[config.mk]
export PLATFORM = sky130hd
export DESIGN_NAME = uart_rx
export DESIGN_NICKNAME = d
export VERILOG_FILES = /design/src/rtl/uart_pkg.sv /design/src/rtl/uart_rx_sync_2ff.sv /design/src/rtl/uart_rx.sv
export SDC_FILE = /design/constraint.sdc
export NUM_CORES = 1
export LEC_CHECK = 0
export BUFFER_PORTS_ARGS = -buffer_cell sky130_fd_sc_hd__buf_2
export CORE_MARGIN = 2
export CORE_UTILIZATION = 39
export CTS_CLUSTER_SIZE = 20
export DETAILED_ROUTE_END_ITERATION = 10
export PLACE_DENSITY_LB_ADDON = 0.3
export SETUP_SLACK_MARGIN = 0.2
export SYNTH_ARGS = -nofsm -noshare
export SYNTH_HDL_FRONTEND = slang
export SYNTH_SLANG_ARGS = --single-unit
[constraint.sdc]
create_clock -name clk -period 2.2 [get_ports clk]
set_input_delay 0.11 -clock clk [delete_from_list [all_inputs] [get_ports clk]]
set_output_delay 0.11 -clock clk [all_outputs]
set_load 0.05 [all_outputs]
[src/rtl/uart_pkg.sv]
// Shared UART receiver types and constants.
// Also used by the downstream command/spawn stage.
package uart_pkg;

  localparam int DATA_BITS            = 8;
  localparam int CLKS_PER_BIT_DEFAULT = 10417;  // 100 MHz / 9600 baud

  // Command byte that spawns a rectangle in the game logic.
  localparam logic [7:0] KEY_SPAWN = 8'h61;

  typedef enum logic [2:0] {
    IDLE   = 3'd0,
    START  = 3'd1,
    DATA   = 3'd2,
    PARITY = 3'd3,
    STOP   = 3'd4
  } uart_state_e;

endpackage

[src/rtl/uart_rx_sync_2ff.sv]
// Two-flop synchroniser for asynchronous board inputs.
// The reset value is a parameter so an idle-high line stays idle through reset.
module sync_2ff #(
  parameter logic RESET_VAL = 1'b1
) (
  input  logic clk,
  input  logic rst,
  input  logic d,
  output logic q
);

  logic meta_q;
  logic sync_q;

  // Two back-to-back flops to settle metastability.
  always_ff @(posedge clk or posedge rst) begin
    if (rst) begin
      meta_q <= RESET_VAL;
      sync_q <= RESET_VAL;
    end else begin
      meta_q <= d;
      sync_q <= meta_q;
    end
  end

  assign q = sync_q;

endmodule

[src/rtl/uart_rx.sv]
// UART receiver: 8 data bits, LSB first, one stop bit.
// Recovers one byte per frame and strobes rx_done for one clock.
// Optional even parity is enabled by defining UART_RX_PARITY_EN.
// This adds a PARITY state and a parity_err output.
module uart_rx
  import uart_pkg::*;
#(
  parameter int CLKS_PER_BIT = CLKS_PER_BIT_DEFAULT
) (
  input  logic                 clk,
  input  logic                 rst,
  input  logic                 rx,
  output logic [DATA_BITS-1:0] dout,
  output logic                 rx_done,
`ifdef UART_RX_PARITY_EN
  output logic                 parity_err,
`endif
  output logic                 frame_err
);

  localparam int CW = $clog2(CLKS_PER_BIT);
  localparam int BW = $clog2(DATA_BITS);
  localparam logic [CW-1:0] TC_BIT  = CW'(CLKS_PER_BIT - 1);
  localparam logic [CW-1:0] TC_HALF = CW'(CLKS_PER_BIT / 2 - 1);
  localparam logic [BW-1:0] LAST_BIT = BW'(DATA_BITS - 1);

  logic rx_s;

  uart_state_e          state_q,     state_d;
  logic [CW-1:0]        cnt_q,       cnt_d;
  logic [BW-1:0]        bit_idx_q,   bit_idx_d;
  logic [DATA_BITS-1:0] shift_q,     shift_d;
  logic [DATA_BITS-1:0] dout_q,      dout_d;
  logic                 rx_done_q,   rx_done_d;
  logic                 frame_err_q, frame_err_d;
  logic                 seen_high_q, seen_high_d;
`ifdef UART_RX_PARITY_EN
  logic                 par_bad_q,    par_bad_d;
  logic                 parity_err_q, parity_err_d;
`endif

  sync_2ff #(.RESET_VAL(1'b1)) u_sync_rx (
    .clk (clk),
    .rst (rst),
    .d   (rx),
    .q   (rx_s)
  );

  // Next-state and output logic for the frame receiver.
  // seen_high_q stops a held-low line (break) from being read as a new start bit.
  // It is set once a 1 is seen in IDLE or a good stop bit is sampled.
  always_comb begin
    state_d      = state_q;
    cnt_d        = cnt_q;
    bit_idx_d    = bit_idx_q;
    shift_d      = shift_q;
    dout_d       = dout_q;
    rx_done_d    = 1'b0;
    frame_err_d  = 1'b0;
    seen_high_d  = seen_high_q;
`ifdef UART_RX_PARITY_EN
    par_bad_d    = par_bad_q;
    parity_err_d = 1'b0;
`endif
    case (state_q)
      IDLE: begin
        cnt_d     = '0;
        bit_idx_d = '0;
        if (rx_s) begin
          seen_high_d = 1'b1;
        end else if (seen_high_q) begin
          seen_high_d = 1'b0;
          state_d     = START;
        end
      end
      START: begin
        if (cnt_q == TC_HALF) begin
          cnt_d   = '0;
          state_d = rx_s ? IDLE : DATA;
        end else begin
          cnt_d = cnt_q + CW'(1);
        end
      end
      DATA: begin
        if (cnt_q == TC_BIT) begin
          cnt_d              = '0;
          shift_d[bit_idx_q] = rx_s;
          if (bit_idx_q == LAST_BIT) begin
            bit_idx_d = '0;
`ifdef UART_RX_PARITY_EN
            state_d   = PARITY;
`else
            state_d   = STOP;
`endif
          end else begin
            bit_idx_d = bit_idx_q + BW'(1);
          end
        end else begin
          cnt_d = cnt_q + CW'(1);
        end
      end
`ifdef UART_RX_PARITY_EN
      PARITY: begin
        if (cnt_q == TC_BIT) begin
          cnt_d     = '0;
          // Even parity: data bits plus parity bit must have an even number of ones.
          par_bad_d = (^shift_q) ^ rx_s;
          state_d   = STOP;
        end else begin
          cnt_d = cnt_q + CW'(1);
        end
      end
`endif
      STOP: begin
        if (cnt_q == TC_BIT) begin
          cnt_d   = '0;
          state_d = IDLE;
          if (rx_s) begin
            seen_high_d = 1'b1;
`ifdef UART_RX_PARITY_EN
            if (par_bad_q) begin
              parity_err_d = 1'b1;
            end else begin
              dout_d    = shift_q;
              rx_done_d = 1'b1;
            end
`else
            dout_d    = shift_q;
            rx_done_d = 1'b1;
`endif
          end else begin
            frame_err_d = 1'b1;
          end
        end else begin
          cnt_d = cnt_q + CW'(1);
        end
      end
      default: begin
        state_d = IDLE;
        cnt_d   = '0;
      end
    endcase
  end

  // State and registered outputs.
  always_ff @(posedge clk or posedge rst) begin
    if (rst) begin
      state_q      <= IDLE;
      cnt_q        <= '0;
      bit_idx_q    <= '0;
      shift_q      <= '0;
      dout_q       <= '0;
      rx_done_q    <= 1'b0;
      frame_err_q  <= 1'b0;
      seen_high_q  <= 1'b0;
`ifdef UART_RX_PARITY_EN
      par_bad_q    <= 1'b0;
      parity_err_q <= 1'b0;
`endif
    end else begin
      state_q      <= state_d;
      cnt_q        <= cnt_d;
      bit_idx_q    <= bit_idx_d;
      shift_q      <= shift_d;
      dout_q       <= dout_d;
      rx_done_q    <= rx_done_d;
      frame_err_q  <= frame_err_d;
      seen_high_q  <= seen_high_d;
`ifdef UART_RX_PARITY_EN
      par_bad_q    <= par_bad_d;
      parity_err_q <= parity_err_d;
`endif
    end
  end

  assign dout      = dout_q;
  assign rx_done   = rx_done_q;
  assign frame_err = frame_err_q;
`ifdef UART_RX_PARITY_EN
  assign parity_err = parity_err_q;
`endif

endmodule

==> After elaboration in Yosys (flattened, before gate mapping) <==
Cells that the tools add are included.
{ "word_totals": {"reg_bits": 41, "elab_cells": 63, "in_bits": 3, "out_inout_bits": 10} }
{ "classes": {"n_reduce_logical": 10, "addsub": 2, "n_eq_ne": 13, "muxes": 26, "magnitude_cmp": 2} }
{ "ops": {"columns": ["op", "n"], "rows": [
  ["14-bit two-way mux", 2],
  ["14-bit one-hot mux with 2 select lines", 1],
  ["3-bit two-way mux", 8],
  ["14-bit by 1-bit adder with 14-bit output (second input constant)", 1],
  ["14-bit by 13-bit == test with 1-bit output (second input constant)", 1],
  ["14-bit == test (second input constant)", 1],
  ["2-bit != test (second input constant)", 6],
  ["3-bit one-hot mux with 4 select lines", 1],
  ["1-bit two-way mux", 9],
  ["8-bit bitwise mux", 1],
  ["3-bit == test (second input constant)", 2],
  ["3-bit one-hot mux with 2 select lines", 1],
  ["3-bit AND reduction", 2],
  ["6-bit AND reduction", 1],
  ["3-bit by 4-bit less-than comparator with 1-bit output (second input constant)", 1],
  ["2-bit AND reduction", 2],
  ["2-bit nonzero test", 2],
  ["3-bit by 1-bit adder with 3-bit output (second input constant)", 1],
  ["1-bit demux with 3-bit select", 1],
  ["3-bit by 1-bit == test with 1-bit output (second input constant)", 1],
  ["3-bit by 2-bit == test with 1-bit output (second input constant)", 1],
  ["3-bit by 1-bit >= comparator with 1-bit output (second input constant)", 1],
  ["3-bit zero test", 1],
  ["2-bit two-way mux", 1],
  ["other kinds (4)", 4]
]} }

==> Depth between registers and ports, before layout <==
{ "depth": {"word_depth": 5, "ltp_mapped": 8, "depth_no_buf": 6} }

==> By module <==
A second synthesis with hierarchy kept.
{ "hier_totals": {"cells_unflattened": 182, "hier_area_um2": 2000.7} }
{ "modules_own_cells": {"columns": ["mod", "area_per_inst_um2", "n_inst", "cells_per_inst"], "rows": [
  ["uart_rx", 1944.4, 1, 179],
  ["sync_2ff", 56.3, 1, 3]
]} }

==> Worst setup path before layout <==
OpenSTA, ideal clock, no wires.
{ "synth_timing": {"path_type": "register -> register", "from": "register cnt_q[0]", "to": "register shift_q[5]", "path_slack_ns": 0.478, "n_path_buf": 2, "setup_ns": 0.125, "t_arrival_ns": 1.598, "stages_incl_launch_ff": 9, "t_required_ns": 2.075, "period_less_slack_ns": 1.722, "cell_sequence": "dfrtp_1 > inv_1 > ha_1 > and4bb_1 > and4_1 > buf_6 > buf_6 > nand3_1 > mux2_2"} }
{ "synth_via": {"elab_chain_cells": 2} }
{ "synth_lines": {"columns": ["element", "line_no", "source"], "rows": [
  ["from (decl)", "uart_rx.sv:30", "logic [CW-1:0] cnt_q, cnt_d;"],
  ["from (signal assigned)", "uart_rx.sv:162", "cnt_q <= cnt_d;"],
  ["14-bit == test", "uart_rx.sv:85", "if (cnt_q == TC_BIT) begin"],
  ["2-bit AND reduction (no line)", null, null],
  ["to (signal assigned)", "uart_rx.sv:164", "shift_q <= shift_d;"],
  ["to (decl)", "uart_rx.sv:32", "logic [DATA_BITS-1:0] shift_q, shift_d;"]
]} }
Every way passes these cells.
A chain may end at the register's enable or synchronous reset.

==> Worst setup path after layout <==
{ "layout_timing": {"from": "register cnt_q[0]", "to": "register shift_q[4]"} }
The elaborated chain is that of the path after synthesis.

==> impl_metrics.json <==
{
  "period_needed_ps": 1840,
  "dr.pass1.iters": 4,
  "rsz0062_at_grt": "false",
  "path_clk_slew_ps": 80,
  "cp_max_fo": 13,
  "cts_tree": "yes",
  "crit_path_start_kind": "flop",
  "synthTopCellsByCount": "39 x dfrtp_1, 21 x nor2_1, 16 x nand3_1",
  "antenna_cells": 0,
  "top_layer": "met4",
  "cp_data_arrival_time_ps": 2020,
  "rr_endpoint": "shift_q[4]",
  "worst-setup-path-type": "flop to flop",
  "worstSkewPairLatency_ps": 290,
  "synth_area_sq_mm": 0.00201,
  "chipHeight_um": 75.7,
  "ios": 13,
  "reg2regPathDepth": 7,
  "end_kind": "flop",
  "max_freq_mhz": 543,
  "slew_headroom": 0.664,
  "cp-startpoint": "cnt_q[0]",
  "cpLargestDelayFamily": "simple AND/OR/NAND/NOR gates",
  "drt-total-wl_um": 3380,
  "rows": 26,
  "grt_max_degree": 42,
  "crit_cells": 7,
  "drtIter0Drc": 93,
  "status": "finished, final reports clean",
  "antenna_found_initial": 0,
  "ant_nets": 0,
  "min_path_type": "flop to flop",
  "async_flop_share": 1.00,
  "die_x_um": 75.7,
  "track_usage": 0.139,
  "crit_path_top_delay_cell": "dfrtp_1",
  "worst_slew_pin_slew_ps": 504,
  "overflow": 0,
  "synth_area_leaders": "dfrtp_1 49%, mux2_2 6.7%, nand3_1 4.0%, nor2_1 3.9%, ha_1 3.1%",
  "cts.sinks": 41,
  "portBuffers": 12,
  "ys_ff_latch": 41,
  "finalCritPeriodShare": 0.837,
  "cts_setup_buffers": 0,
  "syn_area_per_cell_sq_um": 11.1,
  "critPathRequiredTime_ps": 2380,
  "finalSetupTns_ps": 0,
  "drc": 0,
  "viasPerCell": 5.00,
  "path_cells": "inv_1 > ha_1 > and4bb_1 > and4_1 > buf_4 > nand3_1 > mux2_1",
  "cts_htree_levels": 2,
  "ys_types": 41,
  "drive_gt1_frac": 0.251,
  "synthCells": 181,
  "endpoint": "shift_q[4]",
  "skew_ps": 5.82,
  "r2r_start": "cnt_q[0]",
  "r2r_setup_slack_ps": 360,
  "drt-met1-wl_um": 1800,
  "cts_inserted_buffers": 5,
  "cts_resized": 0,
  "die-area_sq_mm": 0.00573,
  "max_stage_delay_ps": 440,
  "clock_tree.buffer_depth": 2,
  "ys_warn_count": 0,
  "synth_nets": 189,
  "fill_cells": 489,
  "dp_hpwl_um": 2290,
  "coreArea_sq_mm": 0.00504,
  "finalPower_mw": 1.61,
  "ys_seq_area_frac": 0.513,
  "grt_pass1_wl_um": 6000,
  "cts_root_buf": "clkbuf_8",
  "wl_per_cell_um": 12.5,
  "nets": 206,
  "yosys_most_used_dff": "dfrtp_1",
  "setup_viol": 0,
  "area_growth_pct": 11.4,
  "wl_met2_um": 1410,
  "irDropWorstVdd_v": 0.000283,
  "yosysTopAreaCellShare": 0.487,
  "grt_pass1_vias": 1247,
  "finalHoldViolations": 0,
  "yosys.area.top_type": "dfrtp_1",
  "gp_routability_congestion": 0.743,
  "p_per_area_mw_per_mm2": 720,
  "drv_slew": 0,
  "path_buf_inv": 2,
  "power.leakage_nw": 1.07,
  "synth_edf_count": 0,
  "routed-wl-met3_um": 118,
  "cap_violations": 0,
  "vias": 1344,
  "synth_most_common_cell": "dfrtp_1",
  "start_util": 0.398
}
==> sequential cells by signal, summed over array words and instances, names as in the netlist <==
signal            count
cnt_q                14
dout                  8
shift_q               8
bit_idx_q             3
state_q               3
frame_err             1
rx_done               1
seen_high_q           1
u_sync_rx.meta_q      1
u_sync_rx.q           1
==> cell type report <==
class                      instances  area [sq um]  area share
inverter                           5          18.8     0.00840
multi-input combinational        126           895       0.401
sequential                        41          1030       0.461
clock inverter                     3          17.5     0.00784
timing repair buffer              19           118      0.0527
clock buffer                       5          68.8      0.0308
tap                               70          87.6      0.0392
==> routing by layer <==
metal	global-route usage	vias up
met3	0.0437	5
met5	0	-
met1	0.201	649
li1	-	667
met2	0.196	23
met4	0.0468	0
==> cells in the final DEF (no fill, tap or decap), types with 6 or more instances in the layout <==
cell type,instances
xor2_1,7
nand3_1,16
buf_2,12
nand2_1,8
nor2_1,21
xnor2_1,7
nand4_1,10
nor3_1,6
mux2_2,12
dfrtp_1,39
==> power breakdown <==
part           internal [mW]  leakage (nW)  switching (mW)
registers              0.811         0.555          0.0935
logic                 0.0987         0.474           0.124
clock network          0.219        0.0439           0.262
total                   1.13          1.07           0.479
==> worst min-delay path by stage <==
stage                                start               end  cells past startpoint
after floorplan                         rx  u_sync_rx.meta_q                      0
after CTS                 u_sync_rx.meta_q       u_sync_rx.q                      0
after detailed placement                rx  u_sync_rx.meta_q                      1
after global routing      u_sync_rx.meta_q       u_sync_rx.q                      0
after global placement                  rx  u_sync_rx.meta_q                      1
final                     u_sync_rx.meta_q       u_sync_rx.q                      0
==> per-stage QoR <==
stage / std cells / area, sq um / worst slack (ps) / util / hold slack [ps]
after floorplan: 181 / 2010 / 478 / - / 114
after global placement: 259 / 2130 / 407 / 0.422 / 216
after detailed placement: 259 / 2130 / 368 / 0.422 / 216
after CTS: 269 / 2230 / 359 / 0.443 / 366
after global routing: 269 / 2230 / 229 / 0.443 / 370
final: 269 / 2230 / 359 / 0.443 / 358
==> cell families (layout without fill, tap and decap cells) <==
group / count (synthesis) / in the layout / synth area share
xor gates and xnor gates: 14 / 14 / 0.0611
buffers and inverters: 14 / 32 / 0.0412
muxes: 16 / 16 / 0.0954
AOI/OAI and AO/OA: 11 / 11 / 0.0349
adders and majority gates: 5 / 5 / 0.0312
and+or+nand+nor: 80 / 80 / 0.223
DFF: 41 / 41 / 0.513
==> repair_timing <==
| item | CTS | global route |
|---|---|---|
| endpoints found under the setup margin | 0 | 0 |
| hold buffers | 2 | 0 |
| endpoints found under the hold margin | 40 | 0 |
Power figures use the tool's default switching activity.
